==> src/rtl/issue_unit_if.sv <==
// Decode-to-issue bundle interface.
// Carries the decoded bundle, its operands and the valid/ready handshake
// between the decode stage (master) and the issue unit (slave).
//   dec_valid_in / dec_ready_out : bundle handshake
//   dec_exec_sel_in, dec_uop_in  : execution unit select and uOp
//   dec_pc_sel_in, dec_imm_sel_in: operand mux selects
//   dec_invalid_in               : decode flagged illegal instruction
//   dec_halt_in, dec_halt_count_in: IFU halt request and length
//   dec_opa_in, dec_opb_in, dec_rd_in: operands and destination register
interface issue_unit_if #(
    parameter int unsigned XLEN  = 32,
    parameter int unsigned RADDR = 5
);
    logic             dec_valid_in;
    logic             dec_ready_out;
    logic [2:0]       dec_exec_sel_in;
    logic [3:0]       dec_uop_in;
    logic             dec_pc_sel_in;
    logic             dec_imm_sel_in;
    logic             dec_invalid_in;
    logic             dec_halt_in;
    logic [3:0]       dec_halt_count_in;
    logic [XLEN-1:0]  dec_opa_in;
    logic [XLEN-1:0]  dec_opb_in;
    logic [RADDR-1:0] dec_rd_in;

    modport master (
        output dec_valid_in, dec_exec_sel_in, dec_uop_in, dec_pc_sel_in,
               dec_imm_sel_in, dec_invalid_in, dec_halt_in, dec_halt_count_in,
               dec_opa_in, dec_opb_in, dec_rd_in,
        input  dec_ready_out
    );

    modport slave (
        input  dec_valid_in, dec_exec_sel_in, dec_uop_in, dec_pc_sel_in,
               dec_imm_sel_in, dec_invalid_in, dec_halt_in, dec_halt_count_in,
               dec_opa_in, dec_opb_in, dec_rd_in,
        output dec_ready_out
    );
endinterface

==> src/rtl/issue_unit.sv <==
// Issue unit: one-entry issue register between decode and the execution units.
// Accepts a decoded bundle over the decode interface, holds it, and dispatches
// it to INT, BRU, LSU or VEC over a per-unit valid/ready handshake. Illegal
// bundles are dropped with a one-cycle exception pulse. Also owns the IFU halt
// countdown requested by decode.
//   clock_in, reset_in (sync, active low)
//   dec            : decode bundle interface (slave side)
//   *_valid_out    : per-unit dispatch valid; *_ready_in : per-unit ready
//   iss_*_out      : registered payload of the held bundle
//   ifu_halt_out   : fetch stall; exc_illegal_out : illegal-instruction pulse
module issue_unit #(
    parameter int unsigned XLEN  = 32,
    parameter int unsigned RADDR = 5
) (
    input  logic             clock_in,
    input  logic             reset_in,
    issue_unit_if.slave      dec,
    output logic             int_valid_out,
    output logic             bru_valid_out,
    output logic             lsu_valid_out,
    output logic             vec_valid_out,
    input  logic             int_ready_in,
    input  logic             bru_ready_in,
    input  logic             lsu_ready_in,
    input  logic             vec_ready_in,
    output logic [3:0]       iss_uop_out,
    output logic [XLEN-1:0]  iss_opa_out,
    output logic [XLEN-1:0]  iss_opb_out,
    output logic [RADDR-1:0] iss_rd_out,
    output logic [1:0]       iss_flags_out,
    output logic             ifu_halt_out,
    output logic             exc_illegal_out
);

    typedef enum logic {EMPTY, FULL} state_t;

    state_t     state_q, state_d;
    logic [3:0] unit_q;      // one-hot {vec, lsu, bru, int} of the held entry
    logic [3:0] unit_dec;    // one-hot decode of the incoming select
    logic [3:0] halt_cnt_q, halt_cnt_d;
    logic       legal;
    logic       fire;
    logic       ready;
    logic       accept;
    logic       load;

    always_comb begin
        unit_dec = '0;
        case (dec.dec_exec_sel_in)
            3'b001:  unit_dec = 4'b0001;
            3'b011:  unit_dec = 4'b0010;
            3'b010:  unit_dec = 4'b0100;
            3'b100:  unit_dec = 4'b1000;
            default: unit_dec = '0;
        endcase
    end

    assign legal  = ~dec.dec_invalid_in & (unit_dec != '0);
    // Only the ready of the unit the held entry targets matters.
    assign fire   = (state_q == FULL) &
                    (|(unit_q & {vec_ready_in, lsu_ready_in, bru_ready_in, int_ready_in}));
    assign ready  = (halt_cnt_q == '0) & ((state_q == EMPTY) | fire);
    assign accept = dec.dec_valid_in & ready;
    assign load   = accept & legal;

    assign dec.dec_ready_out = ready;

    always_ff @(posedge clock_in) begin
        if (!reset_in) state_q <= EMPTY;
        else           state_q <= state_d;
    end

    always_comb begin
        state_d = state_q;
        case (state_q)
            EMPTY: if (load) state_d = FULL;
            FULL: begin
                if (load)      state_d = FULL;
                else if (fire) state_d = EMPTY;
            end
            default: state_d = EMPTY;
        endcase
    end

    always_comb begin
        {vec_valid_out, lsu_valid_out, bru_valid_out, int_valid_out} =
            (state_q == FULL) ? unit_q : 4'b0000;
    end

    always_ff @(posedge clock_in) begin
        if (!reset_in) begin
            unit_q        <= '0;
            iss_uop_out   <= '0;
            iss_opa_out   <= '0;
            iss_opb_out   <= '0;
            iss_rd_out    <= '0;
            iss_flags_out <= '0;
        end else if (load) begin
            unit_q        <= unit_dec;
            iss_uop_out   <= dec.dec_uop_in;
            iss_opa_out   <= dec.dec_opa_in;
            iss_opb_out   <= dec.dec_opb_in;
            iss_rd_out    <= dec.dec_rd_in;
            iss_flags_out <= {dec.dec_pc_sel_in, dec.dec_imm_sel_in};
        end
    end

    always_ff @(posedge clock_in) begin
        if (!reset_in) exc_illegal_out <= 1'b0;
        else           exc_illegal_out <= accept & ~legal;
    end

    // A zero halt length still stalls for one cycle. Accept is only possible
    // with the counter at zero, so load and decrement never collide.
    always_comb begin
        halt_cnt_d = halt_cnt_q;
        if (accept && dec.dec_halt_in)
            halt_cnt_d = (dec.dec_halt_count_in == '0) ? 4'd1 : dec.dec_halt_count_in;
        else if (halt_cnt_q != '0)
            halt_cnt_d = halt_cnt_q - 4'd1;
    end

    always_ff @(posedge clock_in) begin
        if (!reset_in) begin
            halt_cnt_q   <= '0;
            ifu_halt_out <= 1'b0;
        end else begin
            halt_cnt_q   <= halt_cnt_d;
            ifu_halt_out <= (halt_cnt_d != '0);
        end
    end

endmodule

==> src/flat_wrapper.sv <==
// flat-port wrapper written by rule: the top's interface ports become plain ports
module issue_unit_flat 
#(
    parameter int unsigned XLEN  = 32,
    parameter int unsigned RADDR = 5
)
  (clock_in, reset_in, int_valid_out, bru_valid_out, lsu_valid_out, vec_valid_out, int_ready_in, bru_ready_in, lsu_ready_in, vec_ready_in, iss_uop_out, iss_opa_out, iss_opb_out, iss_rd_out, iss_flags_out, ifu_halt_out, exc_illegal_out, dec_dec_valid_in, dec_dec_exec_sel_in, dec_dec_uop_in, dec_dec_pc_sel_in, dec_dec_imm_sel_in, dec_dec_invalid_in, dec_dec_halt_in, dec_dec_halt_count_in, dec_dec_opa_in, dec_dec_opb_in, dec_dec_rd_in, dec_dec_ready_out);
  issue_unit_if #(.XLEN(XLEN), .RADDR(RADDR)) dec_i ();
  input  logic clock_in;
  input  logic reset_in;
  output logic int_valid_out;
  output logic bru_valid_out;
  output logic lsu_valid_out;
  output logic vec_valid_out;
  input  logic int_ready_in;
  input  logic bru_ready_in;
  input  logic lsu_ready_in;
  input  logic vec_ready_in;
  output logic [3:0] iss_uop_out;
  output logic [XLEN-1:0] iss_opa_out;
  output logic [XLEN-1:0] iss_opb_out;
  output logic [RADDR-1:0] iss_rd_out;
  output logic [1:0] iss_flags_out;
  output logic ifu_halt_out;
  output logic exc_illegal_out;
  input wire logic [$bits(dec_i.dec_valid_in)-1:0] dec_dec_valid_in;
  input wire logic [$bits(dec_i.dec_exec_sel_in)-1:0] dec_dec_exec_sel_in;
  input wire logic [$bits(dec_i.dec_uop_in)-1:0] dec_dec_uop_in;
  input wire logic [$bits(dec_i.dec_pc_sel_in)-1:0] dec_dec_pc_sel_in;
  input wire logic [$bits(dec_i.dec_imm_sel_in)-1:0] dec_dec_imm_sel_in;
  input wire logic [$bits(dec_i.dec_invalid_in)-1:0] dec_dec_invalid_in;
  input wire logic [$bits(dec_i.dec_halt_in)-1:0] dec_dec_halt_in;
  input wire logic [$bits(dec_i.dec_halt_count_in)-1:0] dec_dec_halt_count_in;
  input wire logic [$bits(dec_i.dec_opa_in)-1:0] dec_dec_opa_in;
  input wire logic [$bits(dec_i.dec_opb_in)-1:0] dec_dec_opb_in;
  input wire logic [$bits(dec_i.dec_rd_in)-1:0] dec_dec_rd_in;
  output wire logic [$bits(dec_i.dec_ready_out)-1:0] dec_dec_ready_out;
  assign dec_i.dec_valid_in = dec_dec_valid_in;
  assign dec_i.dec_exec_sel_in = dec_dec_exec_sel_in;
  assign dec_i.dec_uop_in = dec_dec_uop_in;
  assign dec_i.dec_pc_sel_in = dec_dec_pc_sel_in;
  assign dec_i.dec_imm_sel_in = dec_dec_imm_sel_in;
  assign dec_i.dec_invalid_in = dec_dec_invalid_in;
  assign dec_i.dec_halt_in = dec_dec_halt_in;
  assign dec_i.dec_halt_count_in = dec_dec_halt_count_in;
  assign dec_i.dec_opa_in = dec_dec_opa_in;
  assign dec_i.dec_opb_in = dec_dec_opb_in;
  assign dec_i.dec_rd_in = dec_dec_rd_in;
  assign dec_dec_ready_out = dec_i.dec_ready_out;
  issue_unit #(.XLEN(XLEN), .RADDR(RADDR)) u_core (.clock_in(clock_in), .reset_in(reset_in), .dec(dec_i), .int_valid_out(int_valid_out), .bru_valid_out(bru_valid_out), .lsu_valid_out(lsu_valid_out), .vec_valid_out(vec_valid_out), .int_ready_in(int_ready_in), .bru_ready_in(bru_ready_in), .lsu_ready_in(lsu_ready_in), .vec_ready_in(vec_ready_in), .iss_uop_out(iss_uop_out), .iss_opa_out(iss_opa_out), .iss_opb_out(iss_opb_out), .iss_rd_out(iss_rd_out), .iss_flags_out(iss_flags_out), .ifu_halt_out(ifu_halt_out), .exc_illegal_out(exc_illegal_out));
endmodule
==> config.mk <==
export PLATFORM = sky130hd
export DESIGN_NAME = issue_unit_flat
export DESIGN_NICKNAME = d
export VERILOG_FILES = /design/src/rtl/issue_unit_if.sv /design/src/rtl/issue_unit.sv /design/src/flat_wrapper.sv
export SDC_FILE = /design/constraint.sdc
export NUM_CORES = 1
export LEC_CHECK = 0
export ABC_AREA = 1
export CAP_MARGIN = 20
export CORE_AREA = 2 2 78 117
export CTS_CLUSTER_DIAMETER = 50
export DETAILED_ROUTE_END_ITERATION = 12
export DIE_AREA = 0 0 80 119
export HOLD_SLACK_MARGIN = 0.08
export PLACE_DENSITY = 0.78
export REMOVE_ABC_BUFFERS = 1
export SLEW_MARGIN = 20
export SYNTH_ARGS = -nofsm -noshare
export SYNTH_HDL_FRONTEND = slang
export SYNTH_SLANG_ARGS = --single-unit
==> constraint.sdc <==
create_clock -name clock_in -period 2 [get_ports clock_in]
set_clock_uncertainty 0.05 [all_clocks]
set_input_delay 0.6 -clock clock_in [delete_from_list [all_inputs] [get_ports clock_in]]
set_output_delay 0.6 -clock clock_in [all_outputs]
set_load 0.005 [all_outputs]
==> results.json, run 1 <==
{
  "row_count": 42,
  "endpoint": "dec_dec_ready_out",
  "cts_sinks": 86,
  "yosys-top-cells-count": "nor2_1, dfxtp_1, o21ai_1",
  "r2r_start": "u_core.unit_q[3]",
  "htreeDepth": 3,
  "synthArstFlopShare": 0,
  "antenna_cells": 0,
  "pin_count": 173,
  "drt_first_pass_iters": 4,
  "n_fill_cell": 722,
  "seq_area_frac_synth": 0.5329,
  "rsz0062_at_grt": "yes",
  "viasPerCell": 4.711,
  "p_leak_nw": 2.310,
  "powerDensity_nw_per_um2": 959.6,
  "endpoint_kind": "output pin",
  "wire_per_inst_um": 14.31,
  "cap_violations": 0,
  "die-height_um": 119,
  "fin_nets": 716,
  "fmax_mhz": 507.9,
  "detail-route-antenna-nets": 0,
  "finalPower_mw": 5.527,
  "setup_viol": 0,
  "die_area_um2": 9520,
  "vias": 3477,
  "drive_gt1_frac": 0.1242,
  "portBuffers": 172,
  "min_path_type": "reg -> reg",
  "synth_top_cell_by_area": "dfxtp_1",
  "outcome": "completed",
  "initial_utilization": 0.3749,
  "regToRegSetupSlack_ns": 0.10,
  "final_util": 0.6683,
  "multi_input_area_um2": 1364,
  "clkLatencyLatePin_ns": 0.33,
  "ys_ff_latch": 86,
  "slew_headroom": 0.8325,
  "required_ns": 1.35,
  "critPathLaunch": "int_ready_in",
  "place_ws_ns": -0.5095,
  "arrival_ns": 1.32,
  "grt_max_degree": 48,
  "grt_use_total": 0.2022,
  "post_synth.cell_area_avg_um2": 7.531,
  "path_clk_slew_ns": 0.06,
  "antenna_found_initial": 0,
  "postPlaceCellArea_um2": 5210,
  "tightest_slew_ns": 0.2498,
  "clockRootBuffer": "clkbuf_16",
  "synth.top_cell.area_share": 0.5329,
  "core_area_um2": 8618,
  "period_share": 0.9845,
  "path_max_fanout": 2,
  "reg2reg_to": "u_core.ifu_halt_out",
  "final_cell_area_um2": 5759,
  "grt_pass1_vias": 3261,
  "cp-start-kind": "primary input",
  "regArea_um2": 1724,
  "synth_enable_flop_cells": 0,
  "numCtsBuffers": 9,
  "route.detailed.drc": 0,
  "critPathKind": "in -> out",
  "die_w_um": 80,
  "synthTopCellsByArea": "dfxtp_1, nor2_1, o21ai_1",
  "drtIter0Drc": 156,
  "layout_setup_ws_ns": 0.03095,
  "fin_crit_ns": 1.969,
  "drt-total-wl_um": 10560,
  "cts_tree": "yes",
  "finalHoldViolCount": 0,
  "grt_pass1_wl_um": 15060,
  "netlist_area_um2": 3231,
  "gp_congestion": 0.8347,
  "timing.hold.ws_ns": 0.4250,
  "synthCells": 429,
  "worstRegToRegCells": 15,
  "cts_buffer_depth": 2,
  "maxSlewViolCount": 0,
  "yosys.cell_count.top_type": "nor2_1",
  "dp_hpwl_um": 7130,
  "ys_types": 25,
  "peakVddDrop_mv": 0.5897,
  "synth-main-ff-cell": "dfxtp_1",
  "grt-ovfl-total": 0,
  "ys_warn_count": 0,
  "syn2layout_area_growth_pct": 78.27
}
## per-layer routing
layer  GRT usage  wire length (um)
met5           0                 0
met4      0.1017               259
met1      0.1975              3795
met3     0.05076               539
met2      0.3786              5965
## power by group
group | internal [mW] | switching [mW]
clock | 1.08 | 0.615
combinational | 0.988 | 0.790
sequential | 1.93 | 0.116
## layout by cell type, fill, tap and decap left out, types with 2 or more instances in the layout
cell	netlist	routed
inv_2	2	7
dlymetal6s2s_1	0	5
clkdlybuf4s50_1	0	159
nand4_1	5	5
dlygate4sd2_1	0	5
nand2_1	33	27
dfxtp_2	0	2
buf_12	0	6
a21oi_1	4	4
nor2_4	1	2
buf_6	1	2
bufinv_16	0	2
a31oi_1	2	2
clkbuf_16	0	13
o21ai_1	49	60
clkbuf_1	13	2
nand3_1	6	3
nand2_2	1	6
dfxtp_1	86	84
o21ai_0	27	16
inv_1	17	12
nor2_1	163	163
nand3_2	1	3
buf_4	9	25
## per-stage QoR
| stage | std cells | TNS [ns] |
|---|---|---|
| 2_1_floorplan | 404 | -159.61 |
| 3_3_place_gp | 710 | -27.10 |
| 3_5_place_dp | 710 | -28.37 |
| 4_1_cts | 730 | -0.1019 |
| 5_1_grt | 738 | -0.08384 |
| 6_report | 738 | 0 |
## layout make-up
cell class,count,area share
repair buffers,209,0.3739
flip-flops and latches,86,0.2994
multi-input cells,298,0.2368
clock buffers,11,0.04041
well taps,110,0.02390
inverters,20,0.01303
clock inverters,4,0.01260
## kinds of logic after synthesis
kind of cell / after synthesis / synth area share
compound gates: 82 / 0.1278
xor+xnor: 1 / 0.002712
fa+ha+maj: 1 / 0.003872
buf+inv: 45 / 0.06584
flops: 86 / 0.5329
simple gates: 214 / 0.2669
## what timing repair did
action                                  4_1_cts  5_1_grt
gates cloned                                  0        4
pin swaps                                    11       13
endpoints found under the setup margin       56       86
setup buffers                                 5        4
hold buffers                                  0        0
gates resized for setup                      18       35
## sequential cells by signal, summed over array words and instances, names as in the netlist
name                    flops
u_core.exc_illegal_out      1
u_core.iss_flags_out        2
u_core.iss_uop_out          4
u_core.iss_rd_out           5
u_core.halt_cnt_q           4
u_core.unit_q               4
u_core.iss_opb_out         32
u_core.state_q              1
u_core.ifu_halt_out         1
u_core.iss_opa_out         32
## worst max-delay path, stage by stage
cell and delay, ns:
dlygate4sd2_1 0.24, nand2_2 0.07, nand3_2 0.09, nor2_4 0.15
nor2_8 0.06, buf_6 0.11
## how the worst min path moves through the flow
stage	from	end	slack, ns	depth (start not counted)
2_1_floorplan	u_core.unit_q[0]	u_core.unit_q[0]	0.41	2
3_3_place_gp	u_core.iss_opa_out[0]	u_core.iss_opa_out[0]	0.41	2
3_5_place_dp	u_core.iss_opb_out[27]	u_core.iss_opb_out[27]	0.42	2
4_1_cts	u_core.iss_opb_out[27]	u_core.iss_opb_out[27]	0.43	2
5_1_grt	u_core.iss_rd_out[3]	u_core.iss_rd_out[3]	0.45	2
6_report	u_core.iss_opa_out[9]	u_core.iss_opa_out[9]	0.43	2
Note: power is estimated with default switching activity, not from simulation.
==> inputs of run 2 (changes only) <==
- CAP_MARGIN: 20 -> 15
- CORE_AREA: 2 2 78 117 -> 2 2 62 94
- DIE_AREA: 0 0 80 119 -> 0 0 64 96
- DONT_BUFFER_PORTS: not set -> 1
- HOLD_SLACK_MARGIN: 0.08 -> not set
- PLACE_DENSITY: 0.78 -> 0.76
==> results.json, run 2 (synthesis gave the netlist of run 1 again) <==
{
  "outcome": "completed",
  "holdCritStartpoint": "reset_in",
  "grt_pass1_vias": 2486,
  "period_share": 0.9597,
  "row_count": 33,
  "n_fill_cell": 494,
  "initial_utilization": 0.6065,
  "maxSlewViolCount": 0,
  "drive_gt1_frac": 0.07710,
  "p_clk_frac": 0.288,
  "die_area_um2": 6144,
  "critPathLaunch": "u_core.halt_cnt_q[0]",
  "antenna_cells": 0,
  "die-height_um": 96,
  "cts_hold_buf": 0,
  "fin_crit_ns": 1.919,
  "rsz0062_at_grt": "no",
  "fin_nets": 515,
  "detail-route-antenna-nets": 0,
  "critPathKind": "reg -> out",
  "grt_use_total": 0.2334,
  "arrival_ns": 1.27,
  "top_regs": "u_core.iss_opa_out (32), u_core.iss_opb_out (32), u_core.iss_rd_out (5)",
  "gr-usage-met3": 0.07135,
  "p_leak_nw": 1.373,
  "vias": 2647,
  "seqPwrFrac": 0.496,
  "htreeDepth": 3,
  "portBuffers": 0,
  "drtIter0Drc": 145,
  "path_clk_slew_ns": 0.08,
  "dp_hpwl_um": 5140,
  "p_int_mw": 2.949,
  "peakVddDrop_mv": 0.6369,
  "final_common_cell": "nor2_1",
  "grt_pass1_wl_um": 11090,
  "layout_common_cells": "nor2_1, dfxtp_1, o21ai_1, nand2_1, o21ai_0",
  "switching_share": 0.3036,
  "drt-total-wl_um": 7223,
  "cp_cell_sequence": "inv_2 -> ha_4 -> nand2_4 -> nor2_4 -> inv_2 -> nor2_8",
  "core_area_um2": 5326,
  "grt_max_degree": 79,
  "grt-ovfl-total": 0,
  "die_w_um": 64,
  "cp_common_cell": "inv_2",
  "gp_congestion": 0.8415,
  "numCtsBuffers": 9,
  "grt_util_met2": 0.3967,
  "powerDensity_nw_per_um2": 1212,
  "comb_power_share": 0.217,
  "cap_violations": 0,
  "drt_first_pass_iters": 4,
  "final_cell_area_um2": 3492,
  "min_path_type": "in -> reg",
  "required_ns": 1.35,
  "finalPower_mw": 4.234,
  "cts_tree": "yes",
  "r2r_start": "u_core.halt_cnt_q[0]",
  "clkLatencyLatePin_ns": 0.35,
  "postPlaceCellArea_um2": 3266,
  "cp-start-kind": "flip-flop",
  "wire_per_inst_um": 14.50,
  "use_met1": 0.2465,
  "path_max_fanout": 7,
  "fmax_mhz": 521.0,
  "pin_count": 173,
  "syn2layout_area_growth_pct": 8.095,
  "switching_power_mw": 1.285,
  "top_usage_layer": "met2",
  "setup_viol": 0,
  "finalHoldViolCount": 0,
  "tightest_slew_ns": 0.2989,
  "cpPeakStageDelay_ns": 0.33,
  "slew_headroom": 0.7998,
  "worst_path_max_delay_cell": "dfxtp_1",
  "cts_buffer_depth": 2,
  "antenna_found_initial": 0,
  "viasPerCell": 5.315,
  "route.detailed.drc": 0,
  "clockRootBuffer": "clkbuf_8",
  "cts_sinks": 86,
  "endpoint_kind": "output pin"
}
run 2: cell count changes in the layout (fill, tap and decap cells not counted), sizes merged:
cell           previous run  this run
clkdlybuf4s50           159         0
buf                      35         8
dlygate4sd2               5         0
dlymetal6s2s              5         0
clkbuf                   16        13
bufinv                    2         1
run 2: worst paths after layout:
kind                                  to  slack [ns]  depth (start not counted)
setup reg to reg   u_core.iss_uop_out[2]        0.18                         11
setup / recovery       dec_dec_ready_out        0.08                          6
hold / removal    u_core.iss_opa_out[28]        0.34                          2
hold reg to reg         u_core.unit_q[1]        0.44                          2
run 2: cell type report:
type	instances	area [um2]	area share
clock buffer	13	158.9	0.04550
inverter	20	75.07	0.02150
clock inverter	3	42.54	0.01218
timing repair buffer	8	85.08	0.02436
sequential	86	1722	0.4930
tap	70	87.58	0.02508
multi-input combinational	298	1321	0.3784
run 2: per-stage QoR:
stage | hold WS [ns] | setup TNS (ns) | utilization | setup slack, ns | instances
after global placement | 0.4182 | 0 | 0.6131 | 0.1384 | 481
after detailed placement | 0.4329 | 0 | 0.6131 | 0.07996 | 481
after CTS | 0.3118 | 0 | 0.6528 | 0.009500 | 498
final | 0.3378 | 0 | 0.6556 | 0.08052 | 498
after floorplan | 0.4089 | -159.61 | - | -2.205 | 404
after global routing | 0.3308 | 0 | 0.6556 | 0.007087 | 498
run 2: power by group through the flow:
stage | combinational, mW | sequential [mW] | clock [mW]
2_1_floorplan | 0.708 | 2.09 | 0
3_3_place_gp | 0.816 | 2.13 | 0
3_5_place_dp | 0.847 | 2.14 | 0
4_1_cts | 0.869 | 2.10 | 1.24
5_1_grt | 1.07 | 2.12 | 1.31
6_report | 0.918 | 2.10 | 1.22
run 2: metal layers:
layer / vias up / wire (um)
met1: 1180 / 2743
met2: 105 / 3688
met4: 0 / 218
met5: - / 0
met3: 16 / 572
li1: 1346 / -
run 2: repair_timing:
action,in CTS,in global routing
endpoints found under the setup margin,1,17
buffers inserted,1,0
gates resized for setup,1,4
cloned,0,0
pin swaps,2,3
run 2: worst max-delay path: cells and delay by family, from the launching register on:
family	cells	cell delay, ns
adder cells (fa/ha/maj)	1	0.14
flip-flops	1	0.33
AND/OR/NAND/NOR	3	0.31
buffers and inverters	2	0.15
==> inputs of run 3 (changes only) <==
- SKIP_LAST_GASP: not set -> 1
==> results of run 3 <==
The final DEF is identical to that of run 2; final timing and power are the same.
